<file path="config.mk">
export PLATFORM = sky130hd
export DESIGN_NAME = luma_frame_stats
export DESIGN_NICKNAME = d
export VERILOG_FILES = /design/src/rtl/luma_frame_stats.sv
export SDC_FILE = /design/constraint.sdc
export NUM_CORES = 1
export LEC_CHECK = 0
export ABC_AREA = 1
export BUFFER_PORTS_ARGS = -buffer_cell sky130_fd_sc_hd__buf_2
export CORE_MARGIN = 2
export CORE_UTILIZATION = 48
export CTS_CLUSTER_DIAMETER = 200
export DETAILED_ROUTE_END_ITERATION = 8
export PLACE_DENSITY = 0.67
export SYNTH_ARGS = -nofsm -noshare
export SYNTH_HDL_FRONTEND = slang
export SYNTH_SLANG_ARGS = --single-unit
</file>
<file path="constraint.sdc">
create_clock -name clk -period 5.9 [get_ports clk]
set_input_delay 0.885 -clock clk [delete_from_list [all_inputs] [get_ports clk]]
set_output_delay 0.885 -clock clk [all_outputs]
set_load 0.005 [all_outputs]
</file>
<file path="src/rtl/luma_frame_stats.sv">
// luma_frame_stats: per-frame luma count/sum/min/max with a sequential mean divider and contrast-curve select
// Ports: clk, rst (async, active-high); per_frame_vsync/href/clken + per_img_Y input stream;
//        frame_mean/min/max, curve_sel, frame_empty outputs for the last completed frame;
//        stats_valid one-cycle update pulse; busy while the divider runs.
module luma_frame_stats #(
  parameter int CNT_W = 20
) (
  input  logic       clk,
  input  logic       rst,
  input  logic       per_frame_vsync,
  input  logic       per_frame_href,
  input  logic       per_frame_clken,
  input  logic [7:0] per_img_Y,
  output logic [7:0] frame_mean,
  output logic [7:0] frame_min,
  output logic [7:0] frame_max,
  output logic [2:0] curve_sel,
  output logic       frame_empty,
  output logic       stats_valid,
  output logic       busy
);
  localparam int SUM_W = CNT_W + 8;
  localparam int BW = $clog2(SUM_W);
  typedef enum logic [1:0] {IDLE, DIV, DONE} state_t;
  state_t state, state_n;
  logic v_d, seen, vs_edge, q, ge, last;
  logic [CNT_W-1:0] cnt, cnt_n, dvs, rem;
  logic [CNT_W:0] rem_sh, diff;
  logic [SUM_W-1:0] sum, sum_n, dvd;
  logic [7:0] mn, mx, mn_n, mx_n, hmin, hmax, quo, quo_n, spread;
  logic [BW-1:0] bit_cnt;
  always_comb begin
    q = per_frame_href & per_frame_clken;
    vs_edge = per_frame_vsync & ~v_d;
    cnt_n = q && !(&cnt) ? cnt + CNT_W'(1) : cnt;
    sum_n = q && !(&cnt) ? sum + SUM_W'(per_img_Y) : sum;
    mn_n = q && per_img_Y < mn ? per_img_Y : mn;
    mx_n = q && per_img_Y > mx ? per_img_Y : mx;
    rem_sh = {rem, dvd[SUM_W-1]};
    diff = rem_sh - {1'b0, dvs};
    // remainder stays below the divisor, so a borrow in the top bit means rem_sh < dvs
    ge = !diff[CNT_W];
    quo_n = {quo[6:0], ge};
    last = bit_cnt == BW'(SUM_W - 1);
    spread = hmax - hmin;
  end
  always_comb begin
    state_n = state;
    if (vs_edge && seen) state_n = cnt_n == '0 ? DONE : DIV;
    else if (state == DIV) state_n = last ? DONE : DIV;
    else if (state == DONE) state_n = IDLE;
  end
  assign busy = state == DIV;
  assign stats_valid = state == DONE;
  always_ff @(posedge clk or posedge rst)
    if (rst) state <= IDLE;
    else state <= state_n;
  always_ff @(posedge clk or posedge rst) begin
    if (rst) begin
      v_d <= 1'b0;
      seen <= 1'b0;
      cnt <= '0;
      sum <= '0;
      mn <= 8'hFF;
      mx <= 8'h00;
      dvd <= '0;
      dvs <= '0;
      rem <= '0;
      quo <= '0;
      bit_cnt <= '0;
      hmin <= '0;
      hmax <= '0;
      frame_mean <= '0;
      frame_min <= '0;
      frame_max <= '0;
      curve_sel <= '0;
      frame_empty <= 1'b0;
    end else begin
      v_d <= per_frame_vsync;
      if (vs_edge) begin
        seen <= 1'b1;
        cnt <= '0;
        sum <= '0;
        mn <= 8'hFF;
        mx <= 8'h00;
        if (seen) begin
          dvd <= sum_n;
          dvs <= cnt_n;
          rem <= '0;
          quo <= '0;
          bit_cnt <= '0;
          hmin <= mn_n;
          hmax <= mx_n;
          if (cnt_n == '0) begin
            frame_mean <= '0;
            frame_min <= '0;
            frame_max <= '0;
            curve_sel <= 3'd7;
            frame_empty <= 1'b1;
          end
        end
      end else begin
        cnt <= cnt_n;
        sum <= sum_n;
        mn <= mn_n;
        mx <= mx_n;
        if (state == DIV) begin
          dvd <= {dvd[SUM_W-2:0], 1'b0};
          rem <= ge ? diff[CNT_W-1:0] : rem_sh[CNT_W-1:0];
          quo <= quo_n;
          bit_cnt <= bit_cnt + BW'(1);
          // results land on the clock entering DONE so they are visible with stats_valid
          if (last) begin
            frame_mean <= quo_n;
            frame_min <= hmin;
            frame_max <= hmax;
            curve_sel <= 3'd7 - spread[7:5];
            frame_empty <= 1'b0;
          end
        end
      end
    end
  end
endmodule

</file>
Word-level counts from Yosys, hierarchy flattened
Index checks and enable logic that the tools add are counted.
{"block": "word_totals", "romBits": 0, "mem_bits_rw": 0, "ff_bits": 192, "mem_count": 0, "out_inout_bits": 30, "wordCells": 96, "latch_bits": 0}
{"block": "op_classes", "addsub": 6, "eq_ne": 5, "shift": 0, "mux": 47, "div_mod_pow": 0, "bitwise_logic": 3, "n_reduce_logical": 14, "order_cmp": 2, "multipliers": 0}
{"operator": "$mux W28", "n": 5}
{"operator": "$mux W20", "n": 6}
{"operator": "$mux W8", "n": 15}
{"operator": "$add A28 B8 Y28", "n": 1}
{"operator": "$mux W7", "n": 3}
{"operator": "$sub A21 B20 Y21", "n": 1}
{"operator": "$add A20 B1 Y20 const B", "n": 1}
{"operator": "$logic_not A20 Y1", "n": 1}
{"operator": "$reduce_and A20 Y1", "n": 1}
{"operator": "$mux W3", "n": 5}
{"operator": "$mux W5", "n": 3}
{"operator": "$mux W2", "n": 5}
{"operator": "$gt A8 B8 Y1", "n": 1}
{"operator": "$lt A8 B8 Y1", "n": 1}
{"operator": "$sub A8 B8 Y8", "n": 1}
{"operator": "$add A5 B1 Y5 const B", "n": 1}
{"operator": "$eq A5 B5 Y1 const B", "n": 1}
{"operator": "$mux W1", "n": 5}
{"operator": "$logic_and A1 B1 Y1", "n": 4}
{"operator": "$reduce_and A2 Y1", "n": 2}
{"operator": "$reduce_and A4 Y1", "n": 1}
{"operator": "$reduce_bool A2 Y1", "n": 2}
{"operator": "$reduce_bool A3 Y1", "n": 1}
{"operator": "$sub A3 B3 Y3 const A", "n": 1}
{"operator": "other kinds (7)", "n": 9}

Longest topological paths before layout
{"block": "depth", "ltp_word": 8, "mapped_depth": 19}

Worst setup path before layout
Ideal clock, no wire load.
{"block": "synth_path", "path_kind": "input-to-reg", "startpoint": "input per_img_Y[7]", "endpoint": "register hmax[1]", "t_arrival_ps": 2434, "setup_time_ps": 133, "setup_slack_ps": 3332, "cell_stages": 9, "n_path_buf": 1, "required_time_ps": 5767, "cell_sequence": "ha_1 -> nand2_1 -> nor2_1 -> nand2_1 -> o311ai_1 -> clkbuf_1 -> nand2_1 -> o21ai_0 -> o21ai_0"}
{"block": "synth_via", "elab_chain_cells": 3}
{"item": "from (decl)", "line_no": "13", "rtl": "input logic [7:0] per_img_Y,"}
{"item": "$gt A8 B8 Y1", "line_no": "38", "rtl": "mx_n = q && per_img_Y > mx ? per_img_Y : mx;"}
{"item": "$logic_and A1 B1 Y1", "line_no": "38"}
{"item": "$mux W8", "line_no": "38"}
{"item": "to (signal assigned)", "line_no": "93", "rtl": "hmax <= mx_n;"}
{"item": "to (decl)", "line_no": "30", "rtl": "logic [7:0] mn, mx, mn_n, mx_n, hmin, hmax, quo, quo_n, spread;"}
Every way passes these cells.
A chain may end at the register's enable or synchronous reset.

Worst setup path in the final report
{"block": "layout_path", "startpoint": "input per_frame_vsync", "endpoint": "register frame_min[4]"}
{"block": "layout_via", "elab_chain_cells": 3, "elab_cells_between_ends": 7}
{"item": "from (decl)", "line_no": "10", "rtl": "input logic per_frame_vsync,"}
{"item": "$and A1 B1 Y1 (*)", "line_no": "34", "rtl": "vs_edge = per_frame_vsync & ~v_d;"}
{"item": "$ne A2 B1 Y1 (no line), or another cell as far along"}
{"item": "$reduce_and A4 Y1 (no line)"}
{"item": "to (signal assigned)", "line_no": "115", "rtl": "frame_min <= hmin;"}
{"item": "to (decl)", "line_no": "15", "rtl": "output logic [7:0] frame_min,"}
Mark *: on every way between the ends. The rest lies on a longest branch, timed or not.

==> metrics.txt <==
outcome completed; design area roughly 0.012 mm²; WL/cell roughly 15 µm; max-slew violation count 0; CTS tree done; Internal Pwr Total 2800 µW; antenna violations before repair 0; Ports 43; Worst Setup Start Kind primary input; sequential share of the synthesized area between 40% and 50%; hold buffer count at cts 0; Starting Density 49.1%; Hold Slack approximately 0.47 ns; clk_skew 0.0119 ns; CP arrival a little under 4 ns; end of the critical path frame_min[4]; core area approximately 0.023 mm²; gr ovfl total 0; vias in the first global route 9140; # fillers ~2.2k; Pleak 0.00614 µW; Site Rows 55; crit path launch per_frame_vsync; HP Class reg -> reg; final setup violation count 0; worst path cell trace buf_2, inv_1, nor2_4, clkinv_1, buf_4, nand2_1, buf_4, o21ai_2, nand2_4, nand2_2, nand2_1; Post-Syn Area between 0.01 and 0.015 mm²; DP Wirelength 18900 µm; number of flops mapped to enable cells by yosys 0; total number of vias roughly 9.5k; pin count of the biggest net entering global routing 76; Reg2Reg Depth 9; Post-Syn Nets roughly 1.5k; Yosys cell types 50; Iter 0 DRT Violations 639; Mean Syn Cell Area 7.67 µm²; GRT Overall Usage a little under a quarter; Hold Violations, Final 0; placed instance area 0.0117 mm²; share of layout cells above drive strength 1 10.3%; wirelength, routed between 20000 and 30000 µm; Top FF cell, synth dfrtp_1; H-tree depth 4; CP bufs+invs 5; maximum VDD drop 0.000206 V; PortBufs 42; clk_lat worst skew roughly 0.44 ns; CP top delay family simple AND/OR/NAND/NOR gates; fmax about 0.28 GHz; Final nets ~1.6k; pwr/cell area approximately 380 mW/mm²; # resized after CTS 0; Slowest-stage cell, CP o21ai_2; Period minus WS final between 3 and 4 ns; Req. time, crit path around 6.2 ns; Die ar. ~0.025 mm²; net switching power about 1900 µW; number of antenna diodes 0; Clk pin slew, worst setup/hold paths approximately 0.08 ns; CP Max Fanout 60; #FFs+latches synth between 150 and 200; Die Span Y 157 µm; Worst-Margin Slew 1.06 ns; reg2reg start v_d; Worst path depth 11; Logic pwr share between 30% and 40%; remaining routing DRC violations 0; Flop pwr share a little under two fifths; sw frac between 40% and 50%; post-synthesis cell count between 1k and 1.5k; # clock sinks 192; r2r endpoint frame_min[4]; vias per cell ~5.2; setup repair bufs after CTS 0; first-pass GRT wire length between 40000 and 50000 µm; setup TNS 0 ns; critical path start-end classification in -> reg; Area growth syn-to-layout 9.56%; RSZ-0062 raised after global routing false; clock share of power 24.8%; Inserted Clock Buffers 17; Hold Crit Start frame_max[7]; register-to-register setup slack between 2 and 3 ns; crit end category flop; synthesis warning total 0; Die W 157 µm; crit share post-route around three fifths; slew margin rel. 29.3%; 1st-pass router iterations 7; Routability Congestion ~0.91; clock root buffer clkbuf_16; Clock Path Buffers 2; Largest stage delay, worst path around 0.84 ns; Max Cap Viol 0; async set-reset flop share out of synthesis 100%; final antenna-violating net count 0
-- Yosys cell counts, types with 3 or more instances --
library cell  count  area share, %
nand3_2          10           0.89
xor2_1           32            2.5
a21oi_1          71            3.2
nor2_1          133            4.5
nand4_1          18            1.0
nand2_4           3           0.30
nor3_1           10           0.45
dfrtp_1         184             41
clkbuf_1         40            1.3
a21o_1            4           0.27
ha_1             53            5.9
o21ai_1           4           0.18
o211ai_1         20            1.3
nor2_2           10           0.56
nand2_2          25            1.4
o22ai_1          11           0.61
xnor2_1          13            1.0
nand2_1         377             13
dfstp_2           8            1.9
nor4_1            4           0.22
inv_1           172            5.8
o21bai_1          5           0.34
o21ai_0         128            5.7
nand3b_1          4           0.27
or2_2             3           0.17
nand3_1          83            3.7
-- metal layers --
layer	track usage [%]	up-vias	routed length [µm]
met2	36.4	208	11900
met4	6.64	0	383
met1	32.3	4467	12900
met3	3.05	29	1210
met5	0	-	0
li1	-	4766	-
-- registers in the layout, summed over array words and instances, names as in the netlist, 3 cells and up --
register,count
bit_cnt,5
cnt,20
curve_sel,3
dvd,28
dvs,20
frame_max,8
frame_mean,8
frame_min,8
hmax,8
hmin,8
mn,8
mx,8
quo,7
rem,20
sum,28
-- final cells by class --
cell class | instances | area [µm²] | share of cell area, %
Clock buffer | 17 | 425 | 3.47
Timing Repair Buffer | 55 | 308 | 2.51
Sequential cell | 192 | 4810 | 39.3
Inverter | 175 | 661 | 5.39
Tap cell | 313 | 392 | 3.19
Clock inverter | 15 | 164 | 1.34
Multi-Input combinational cell | 1043 | 5500 | 44.8
-- per-stage QoR --
step                      worst slack, ns  cells  total power, µW  util (%)
after floorplan                      2.55   1459             3090         -
after global placement               2.05   1778             3500      51.2
after detailed placement             1.91   1778             3540      51.2
after CTS                            2.38   1810             4710      53.8
after global routing                 1.93   1810             5070      53.8
final                                2.35   1810             4680      53.8
-- tightest hold or removal path: stages, from the launching register on --
cell and delay [ns]:
dfrtp_1 0.35, nand2_1 0.05, nand2_1 0.04
-- cells by family (layout without fill, tap and decap cells) --
family,count (synthesis),after routing,share of synthesized area (%)
flops,192,192,43.0
compound gates,256,256,12.6
mux,2,2,0.179
simple gates,685,685,26.5
fa+ha+maj,55,55,6.28
buf+inv,224,262,7.90
xor+xnor,45,45,3.52
-- power by group through the flow --
| stage | clock network (µW) | registers [µW] | logic [µW] |
|---|---|---|---|
| 4_1_cts | 1180 | 1740 | 1790 |
| 6_report | 1160 | 1740 | 1780 |
| 3_5_place_dp | 0 | 1760 | 1780 |
| 3_3_place_gp | 0 | 1760 | 1750 |
| 2_1_floorplan | 0 | 1730 | 1360 |
| 5_1_grt | 1240 | 1770 | 2060 |
-- how the worst min path moves through the flow --
stage / slack (ns) / cells past startpoint / end
after floorplan: 0.44 / 2 / seen
after global placement: 0.46 / 2 / frame_max[7]
after detailed placement: 0.45 / 2 / frame_max[7]
after CTS: 0.47 / 2 / curve_sel[2]
after global routing: 0.49 / 2 / frame_max[6]
final: 0.47 / 2 / frame_max[7]
-- layout by cell type, fill, tap and decap left out, drive strengths merged, types with 20 or more instances in the layout --
cell type | netlist | layout
nor2 | 145 | 145
a21oi | 72 | 72
xor2 | 32 | 32
inv | 174 | 182
o211ai | 20 | 20
buf | 9 | 55
ha | 53 | 53
nand3 | 93 | 93
nand2 | 405 | 405
dfrtp | 184 | 184
o21ai | 133 | 133
(Power assumes the default switching activity.)
